--- src/rtl/run_sequencer.sv ---
// run_sequencer
//   Sequences a small CPU through program load and execution.
//   After go, the host streams exactly 32 bytes into the shared 32x8 memory
//   at addresses 0..31. The CPU then runs with direct pass-through access to
//   that memory until it halts (DONE) or the watchdog expires (FAULT).
//   abort returns to IDLE from any state.
//
// Ports
//   clk, rst_n        clock; synchronous active-low reset
//   go, abort         start a load / return to IDLE
//   load_valid,
//   load_data[7:0]    host byte stream
//   load_ready        a host byte is accepted this cycle
//   cpu_addr[4:0],
//   cpu_we,
//   cpu_wdata[7:0]    CPU memory port, forwarded to the memory while running
//   cpu_halt          CPU has halted
//   cpu_start         CPU run enable
//   mem_addr[4:0],
//   mem_we,
//   mem_wdata[7:0]    shared memory port
//   busy, done,
//   timeout           status: LOAD/RUN, DONE, FAULT
//   cycles[15:0]      RUN cycle count of the current or last run
//   state_dbg[2:0]    current FSM state, for observation only
//
// Handshake: a host byte transfers on a cycle where load_valid and load_ready
// are both high. load_ready depends only on state and abort, never on
// load_valid, so the host may hold a byte indefinitely.
module run_sequencer #(
  parameter int WDOG_CYCLES = 1000
) (
  input  logic        clk,
  input  logic        rst_n,
  input  logic        go,
  input  logic        abort,
  input  logic        load_valid,
  input  logic [7:0]  load_data,
  output logic        load_ready,
  input  logic [4:0]  cpu_addr,
  input  logic        cpu_we,
  input  logic [7:0]  cpu_wdata,
  input  logic        cpu_halt,
  output logic        cpu_start,
  output logic [4:0]  mem_addr,
  output logic        mem_we,
  output logic [7:0]  mem_wdata,
  output logic        busy,
  output logic        done,
  output logic        timeout,
  output logic [15:0] cycles,
  output logic [2:0]  state_dbg
);

  typedef enum logic [2:0] {
    ST_IDLE  = 3'd0,
    ST_LOAD  = 3'd1,
    ST_RUN   = 3'd2,
    ST_DONE  = 3'd3,
    ST_FAULT = 3'd4
  } state_t;

  localparam logic [15:0] WDOG_LIMIT = 16'(WDOG_CYCLES);

  state_t      state, state_nxt;
  logic [4:0]  ptr, ptr_nxt;
  logic [15:0] cyc, cyc_nxt;
  logic [15:0] cyc_inc;

  assign cyc_inc = cyc + 16'd1;

  always_ff @(posedge clk) begin
    if (!rst_n) begin
      state <= ST_IDLE;
      ptr   <= 5'd0;
      cyc   <= 16'd0;
    end else begin
      state <= state_nxt;
      ptr   <= ptr_nxt;
      cyc   <= cyc_nxt;
    end
  end

  always_comb begin
    state_nxt  = state;
    ptr_nxt    = ptr;
    cyc_nxt    = cyc;
    load_ready = 1'b0;
    cpu_start  = 1'b0;
    mem_addr   = 5'd0;
    mem_we     = 1'b0;
    mem_wdata  = 8'd0;

    case (state)
      ST_IDLE, ST_DONE, ST_FAULT: begin
        if (go) begin
          state_nxt = ST_LOAD;
          ptr_nxt   = 5'd0;
          cyc_nxt   = 16'd0;
        end
      end
      ST_LOAD: begin
        load_ready = 1'b1;
        mem_addr   = ptr;
        mem_wdata  = load_data;
        mem_we     = load_valid;
        if (load_valid) begin
          // ptr wraps to 0 naturally after the byte at address 31.
          ptr_nxt = ptr + 5'd1;
          if (ptr == 5'd31) begin
            state_nxt = ST_RUN;
          end
        end
      end
      ST_RUN: begin
        cpu_start = 1'b1;
        mem_addr  = cpu_addr;
        mem_we    = cpu_we;
        mem_wdata = cpu_wdata;
        // A halt takes priority over the watchdog and freezes the count.
        if (cpu_halt) begin
          state_nxt = ST_DONE;
        end else begin
          cyc_nxt = cyc_inc;
          if (cyc_inc == WDOG_LIMIT) begin
            state_nxt = ST_FAULT;
          end
        end
      end
      default: begin
        state_nxt = ST_IDLE;
      end
    endcase

    // abort overrides every transition and blocks writes and host transfers.
    if (abort) begin
      state_nxt  = ST_IDLE;
      ptr_nxt    = 5'd0;
      cyc_nxt    = 16'd0;
      mem_we     = 1'b0;
      load_ready = 1'b0;
    end
  end

  assign busy      = (state == ST_LOAD) || (state == ST_RUN);
  assign done      = (state == ST_DONE);
  assign timeout   = (state == ST_FAULT);
  assign cycles    = cyc;
  assign state_dbg = state;

endmodule

--- config.mk ---
export PLATFORM = sky130hd
export DESIGN_NAME = run_sequencer
export DESIGN_NICKNAME = d
export VERILOG_FILES = /design/src/rtl/run_sequencer.sv
export SDC_FILE = /design/constraint.sdc
export NUM_CORES = 1
export LEC_CHECK = 0
export ABC_AREA = 0
export BUFFER_PORTS_ARGS = -buffer_cell sky130_fd_sc_hd__buf_2
export CAP_MARGIN = 40
export CELL_PAD_IN_SITES_DETAIL_PLACEMENT = 0
export CELL_PAD_IN_SITES_GLOBAL_PLACEMENT = 1
export CORE_MARGIN = 3
export CORE_UTILIZATION = 35
export CTS_BUF_LIST = sky130_fd_sc_hd__clkbuf_16
export DETAILED_ROUTE_END_ITERATION = 12
export PLACE_DENSITY_LB_ADDON = 0.1
export SKIP_LAST_GASP = 1
export SLEW_MARGIN = 20
export SYNTH_ARGS = -nofsm -noshare
export SYNTH_HDL_FRONTEND = slang
export SYNTH_SLANG_ARGS = --single-unit
--- constraint.sdc ---
create_clock -name clk -period 2.55 [get_ports clk]
set_input_delay 0.51 -clock clk [delete_from_list [all_inputs] [get_ports clk]]
set_output_delay 0.51 -clock clk [all_outputs]
set_load 0.03 [all_outputs]
# --- Yosys cells after proc, flatten, opt, wreduce, memory -nomap -nowiden ---
# Cells that the tools add are included.
totals:
  reg_bits: 24
  wordCells: 45
  input_bits: 28
  output_inout_bits: 38
op_classes:
  n_reduce_logical: 9
  bitwise: 1
  n_eq_ne: 11
  addsub: 2
  muxes: 19
op_table:
  columns: ["op", "n"]
  rows:
  - ["16-bit 2-to-1 mux", 2]
  - ["16-bit one-hot mux with 2 select lines", 1]
  - ["5-bit one-hot mux with 2 select lines", 2]
  - ["16-bit by 1-bit adder with 16-bit output (second input constant)", 1]
  - ["16-bit by 10-bit equality test with 1-bit output (second input constant)", 1]
  - ["8-bit one-hot mux with 2 select lines", 1]
  - ["3-bit 2-to-1 mux", 5]
  - ["5-bit 2-to-1 mux", 2]
  - ["3-bit one-hot mux with 3 select lines", 1]
  - ["2-bit != test (second input constant)", 4]
  - ["3-bit by 2-bit equality test with 1-bit output (second input constant)", 2]
  - ["3-bit AND reduction", 2]
  - ["5-bit by 1-bit adder with 5-bit output (second input constant)", 1]
  - ["5-bit equality test (second input constant)", 1]
  - ["1-bit 2-to-1 mux", 4]
  - ["4-bit AND reduction", 1]
  - ["2-bit nonzero test", 2]
  - ["3-bit by 1-bit equality test with 1-bit output (second input constant)", 1]
  - ["3-bit equality test (second input constant)", 1]
  - ["3-bit logical NOT", 1]
  - ["3-bit != test (second input constant)", 1]
  - ["3-bit OR reduction", 1]
  - ["1-bit one-hot mux with 2 select lines", 1]
  - ["2-bit OR reduction", 1]
  - ["other kinds (2)", 2]

# --- Depth between registers and ports, before layout ---
# Gate-level depths: netlist (run 1).
logic_depth:
  depth_word: 5
  depth_mapped: 9

# --- Worst setup path before layout (run 1) ---
# Ideal clock, no wire load.
synth_path:
  kind: "reg-to-output"
  startpoint: "reg state[1] (netlist: state_dbg[1])"
  endpoint: "out mem_addr[1]"
  arrival_time_ps: 1904
  path_buffers: 1
  stages_incl_launch_ff: 6
  slack_ps: 136
  cell_sequence: "dfxtp_1 > nand2b_1 > nand2b_1 > clkinv_1 > clkbuf_1 > a22o_1"
synth_via:
  elab_chain_len: 2
  word_cells_on_any_way: 3
  cone_classes: "2 x eq/ne; 1 x mux"
synth_rtl:
  columns: ["element", "line", "source"]
  rows:
  - ["start: declaration", "65", "state_t state, state_nxt;"]
  - ["start signal: assignment", "78", "state <= state_nxt;"]
  - ["3-bit by 2-bit equality test with 1-bit output or 3-bit by 1-bit equality test with 1-bit output (tied branches)", "94", "case (state)"]
  - ["5-bit one-hot mux with 2 select lines *", "94", null]
  - ["end: declaration", "45", "output logic [4:0] mem_addr,"]
# Mark *: on every way between the ends. The rest lies on a longest branch, timed or not.

# --- Final worst setup path (run 1) ---
layout_path:
  startpoint: "reg state[2] (netlist: state_dbg[2])"
  endpoint: "out mem_addr[0]"
# Same word-level chain as after synthesis.

==> run_results.csv, run 1 <==
group,metric,value,unit
logic_synthesis,synth_simple_gate_area_share,0.300,
logic_synthesis,synth_top_family_by_area,"simple AND/OR/NAND/NOR gates",
run,maxCapViolCount,0,
cts,cts_buffers,3,
logic_synthesis,synth_area_leader_cell,"dfxtp_1",
logic_synthesis,synth.area.top_cells,"dfxtp_1 (27%), a22o_1 (6.4%), a21oi_1 (6.2%)",
sta,fin_crit_sh,0.886,
logic_synthesis,synth_top_area_frac,0.270,
logic_synthesis,synthFlopType,"dfxtp_1",
critical_path,crit_required,2.04,ns
cts,post_cts_buffers,0,
grt,antenna_found_initial,0,
logic_synthesis,avgSynthCellArea,7.87,µm²
place,portBuffers,65,
sta,final_max_slew_viol_count,0,
power_and_ir_drop,leakage,1.02,nW
status,status,"complete, no violations",
grt,grt_max_degree,18,
cts,cts_root_buffer,"clkbuf_16",
final_layout,nFillCells,531,
drt,routed_wl,5230,µm
logic_synthesis,synthArstFlopShare,0,
hold_path,min_path_type,"register to register",
drt,drc_errors,0,
logic_synthesis,synth_xor_area_frac,0.0394,
critical_path,worstSetupPathType,"register to output port",
critical_path,cp.arrival,1.75,ns
critical_path,cp-start-kind,"register",
final_layout,stdcell_count,360,
sta,worst_pin_slew,0.579,ns
sta,relSlewSlack,0.614,
grt,grt_pass1_vias,1746,
floorplan,initial_core_util,0.369,
logic_synthesis,netlist_instances,226,
cts,holdBufCountCts,0,
grt,overflow,0,
logic_synthesis,ys_ff_latch,24,
final_layout,synthToLayoutAreaGrowth,27.0,%
logic_synthesis,synth_warnings,0,
floorplan,die_x,77.3,µm
logic_synthesis,syn_area,1780,µm²
hold_path,hold_depth,2,
floorplan,top_level_ports,66,
sta,clock_skew,0.00323,ns
grt,grt_pass1_wl,8830,µm
logic_synthesis,syn-num-nets,258,
critical_path,cp_common_cell,"nand2b_1",
drt,drt_pass1_iterations,4,
power_and_ir_drop,vdd.ir_drop.worst,0.000222,V
floorplan,die_y,77.3,µm
place,dpl.hpwl,3890,µm
critical_path,critPathMaxStageDelay,0.33,ns
sta,max_freq,0.443,GHz
final_layout,drive_above_1_share,0.311,
critical_path,crit_chain,"nand2b_1 -> nand2b_1 -> clkinv_1 -> buf_4 -> a22o_1 -> buf_2",
place,place.gp.congestion,0.771,
critical_path,cpMaxStageDelayCell,"dfxtp_1",
place,dp.cells,356,
logic_synthesis,synth_fa_ha_area_frac,0.0281,
cts,cts.sinks,24,
floorplan,rows,25,
final_layout,mostFrequentLayoutCell,"buf_2",
sta,min_period,2.26,ns
logic_synthesis,synth.area.mux_share,0.0169,
floorplan,coreArea,4820,µm²
power_and_ir_drop,power.density,387,nW/µm²
floorplan,die_area,5970,µm²
logic_synthesis,synth-seq-area-share,0.270,
cts,h-tree-depth,1,
drt,drt-initial-drc-count,126,
cts,cts_resized,0,
final_layout,final_nets,326,
sta,setup_violations,0,
cts,clk_path_buf_depth,2,
cts,clock_latency,0.26,ns
logic_synthesis,synth_compound_area_frac,0.272,
logic_synthesis,synth-edff-count,0,
critical_path,crit_path_end_kind,"output port",
final_layout,mostFrequentLayoutCells,"buf_2 (65), nor2_1 (25), dfxtp_1 (24), a21oi_1 (22), nand2_1 (15)",
sta,hold_viol,0,
cts,cts_tree,"yes",
critical_path,crit_fanout,14,
drt,viasPerCell,5.26,
logic_synthesis,yosys.cell_types.count,53,
drt,vias,1895,
grt,track_usage,0.180,
final_layout,insertedDiodeCount,0,
critical_path,worstRegToRegCells,7,
drt,ant_nets,0,
sta,rsz0062_at_grt,"no",
drt,wl_per_cell,14.5,µm
sta,finalSetupTns,0,ns
cts,clk_pin_slew,0.06,ns
[synth_stat cells (all sizes together), types with 3 or more instances]
library cell and count:
buf 4, xnor2 4, clkbuf 11, nand2b 7, o21ai 14, a31oi 4
inv 5, nor4 5, nand3 4, nand3b 3, nand2 16, a21o 4
a21oi 22, nand4 9, dfxtp 24, nor3 6, a22o 13, nor2 25
mux2i 3, and3 3, xor2 4, a22oi 4, and2 6, ha 4
[critical path: cells and delay by family, from the launching register on]
family / cells / cell delay, ns
buf+inv: 3 / 0.58
flops: 1 / 0.33
simple gates: 2 / 0.33
compound gates: 1 / 0.24
[sequential cells by signal, summed over array words and instances (netlist names)]
name / flops
ptr: 5
state_dbg: 3
cycles: 16
[layout make-up]
class,count,area [µm²],area share
Inverter,6,22.5,0.00998
Timing Repair Buffer,78,423,0.187
Multi-Input combinational cell,181,1170,0.518
Tap cell,67,83.8,0.0371
Clock buffer,3,75.1,0.0333
Clock inverter,1,3.75,0.00166
Sequential cell,24,480,0.213
[where the power goes]
part	internal, W	total, W	switching [W]	leakage, nW
registers	0.000377	0.000379	0.00000199	0.193
clock network	0.000210	0.000355	0.000145	0.0385
logic	0.0000531	0.000140	0.0000869	0.788
total	0.000640	0.000874	0.000234	1.02
[layer usage]
layer | global-route usage | up-vias | wire length [µm]
li1 | - | 972 | -
met1 | 0.257 | 883 | 2610
met2 | 0.283 | 36 | 2410
met3 | 0.0352 | 4 | 175
met4 | 0.0320 | 0 | 33
met5 | 0 | - | 0
[worst paths after layout]
check                    start      endpoint  slack (ns)
setup / recovery  state_dbg[2]   mem_addr[0]        0.29
hold / removal          ptr[3]        ptr[3]        0.54
setup reg to reg     cycles[0]  state_dbg[1]        0.30
hold reg to reg         ptr[3]        ptr[3]        0.54
[through the flow]
step	worst slack [ns]	cell area, µm²	utilization	total power [W]	hold slack [ns]
floorplan	0.136	1780	-	0.000475	0.491
global placement	0.442	2180	0.452	0.000528	0.524
detailed placement	0.329	2180	0.452	0.000528	0.527
CTS	0.296	2260	0.469	0.000883	0.541
global route	0.130	2260	0.469	0.000911	0.573
finish	0.290	2260	0.469	0.000874	0.536
[kinds of logic (layout without fill, tap and decap cells)]
logic type / count (synthesis) / in the layout
flip-flops: 24 / 24
AND/OR/NAND/NOR: 93 / 93
AO/OA/AOI/OAI: 73 / 73
buffers and inverters: 21 / 88
XOR/XNOR: 8 / 8
multiplexers: 3 / 3
adder cells (fa/ha/maj): 4 / 4
No activity file was read; power rests on OpenSTA's default activity.
==> run 2, diff against run 1 <==
Settings changed: MAX_ROUTING_LAYER from default to met4.
==> run_results.csv, run 2 (synthesis gave the netlist of run 1 again) <==
group,metric,value,unit
critical_path,crit_fanout,14,
critical_path,crit_required,2.04,ns
critical_path,cp-start-kind,"register",
critical_path,r2r_start,"cycles[0]",
hold_path,hp-start,"ptr[3]",
floorplan,die_area,5970,µm²
power_and_ir_drop,leakage,1.02,nW
drt,drt_pass1_iterations,4,
drt,viasPerCell,5.27,
final_layout,register_area,480,µm²
drt,routed_wl,5230,µm
critical_path,startpoint,"state_dbg[2]",
cts,clk_pin_slew,0.06,ns
final_layout,final_nets,326,
grt,grt_pass1_vias,1750,
place,place.gp.congestion,0.781,
final_layout,insertedDiodeCount,0,
cts,holdBufCountCts,0,
sta,fin_crit_sh,0.886,
sta,worst_pin_slew,0.579,ns
final_layout,nFillCells,531,
critical_path,worstRegToRegCells,7,
cts,h-tree-depth,1,
sta,clock_skew,0.00333,ns
cts,clk_path_buf_depth,2,
grt,grt_pass1_wl,8820,µm
place,portBuffers,65,
floorplan,top_level_ports,66,
drt,wl_met2,2410,µm
drt,maxUsedRoutingLayer,"met4",
place,post-place-ws,0.329,ns
sta,final_max_slew_viol_count,0,
critical_path,cp.arrival,1.75,ns
floorplan,die_y,77.3,µm
final_layout,mostFrequentLayoutCells,"buf_2 (65), nor2_1 (25), dfxtp_1 (24), a21oi_1 (22), nand2_1 (15)",
sta,setup_violations,0,
critical_path,r2r_end,"state_dbg[1]",
floorplan,rows,25,
cts,cts.sinks,24,
sta,rsz0062_at_grt,"no",
sta,finalSetupTns,0,ns
sta,relSlewSlack,0.614,
drt,ant_nets,0,
sta,hold_viol,0,
run,maxCapViolCount,0,
hold_path,hold_depth,2,
critical_path,crit_path_end_kind,"output port",
cts,post_cts_buffers,0,
cts,cts_buffers,3,
drt,met3_length,175,µm
floorplan,die_x,77.3,µm
grt,grt_max_degree,18,
status,status,"complete, no violations",
cts,cts_root_buffer,"clkbuf_16",
floorplan,coreArea,4820,µm²
critical_path,worstSetupPathType,"register to output port",
final_layout,multi_input_area,1170,µm²
cts,cts_tree,"yes",
cts,clock_latency,0.26,ns
place,dpl.hpwl,3890,µm
grt,track_usage,0.185,
critical_path,reg2reg_slack,0.30,ns
drt,wirelength_met1,2620,µm
power_and_ir_drop,power.density,388,nW/µm²
drt,drt-initial-drc-count,133,
drt,wl_per_cell,14.5,µm
grt,antenna_found_initial,0,
power_and_ir_drop,vdd.ir_drop.worst,0.000224,V
hold_path,min_path_type,"register to register",
drt,vias,1896,
sta,max_freq,0.443,GHz
floorplan,initial_core_util,0.369,
drt,drc_errors,0,
hold_path,timing.hold.worst_endpoint,"ptr[3]",
sta,setup_ws,0.290,ns
cts,cts_resized,0,
grt,overflow,0,
final_layout,largest_register_ffs,16,
final_layout,mostFrequentLayoutCell,"buf_2",
final_layout,drive_above_1_share,0.311,
sta,min_period,2.26,ns
final_layout,synthToLayoutAreaGrowth,27.0,%
run 2: metal layers:
layer	vias up	GRT usage
met5	-	-
met4	0	0.0320
met3	4	0.0340
met2	36	0.283
met1	884	0.258
li1	972	-
run 2: power breakdown:
part	total (W)	switching (W)	internal, W	leakage, nW
clock network	0.000356	0.000146	0.000210	0.0385
registers	0.000379	0.00000199	0.000377	0.193
logic	0.000140	0.0000868	0.0000531	0.788
total	0.000875	0.000235	0.000640	1.02
run 2: worst max-delay path, stage by stage, from the launching register on:
cell and delay (ns):
dfxtp_1 0.33, nand2b_1 0.18, nand2b_1 0.15, clkinv_1 0.17, buf_4 0.24, a22o_1 0.24, buf_2 0.17
run 2: layout make-up:
cell class                 count  area share
multi-input combinational    181       0.518
sequential                    24       0.213
timing repair buffer          78       0.187
tap                           67      0.0371
clock buffer                   3      0.0333
inverter                       6     0.00998
clock inverter                 1     0.00166
run 2: worst max path at each step:
stage	to
after floorplan	mem_addr[1]
after global placement	state_dbg[1]
after detailed placement	state_dbg[1]
after CTS	mem_addr[0]
after global routing	state_dbg[1]
final	mem_addr[0]
run 2: per-stage QoR:
| step | area [µm²] | power (W) | utilization | cells | hold slack, ns |
|---|---|---|---|---|---|
| floorplan | 1780 | 0.000475 | - | 226 | 0.491 |
| global placement | 2180 | 0.000528 | 0.452 | 356 | 0.524 |
| detailed placement | 2180 | 0.000528 | 0.452 | 356 | 0.527 |
| CTS | 2260 | 0.000883 | 0.469 | 360 | 0.541 |
| global route | 2260 | 0.000911 | 0.469 | 360 | 0.573 |
| finish | 2260 | 0.000875 | 0.469 | 360 | 0.535 |
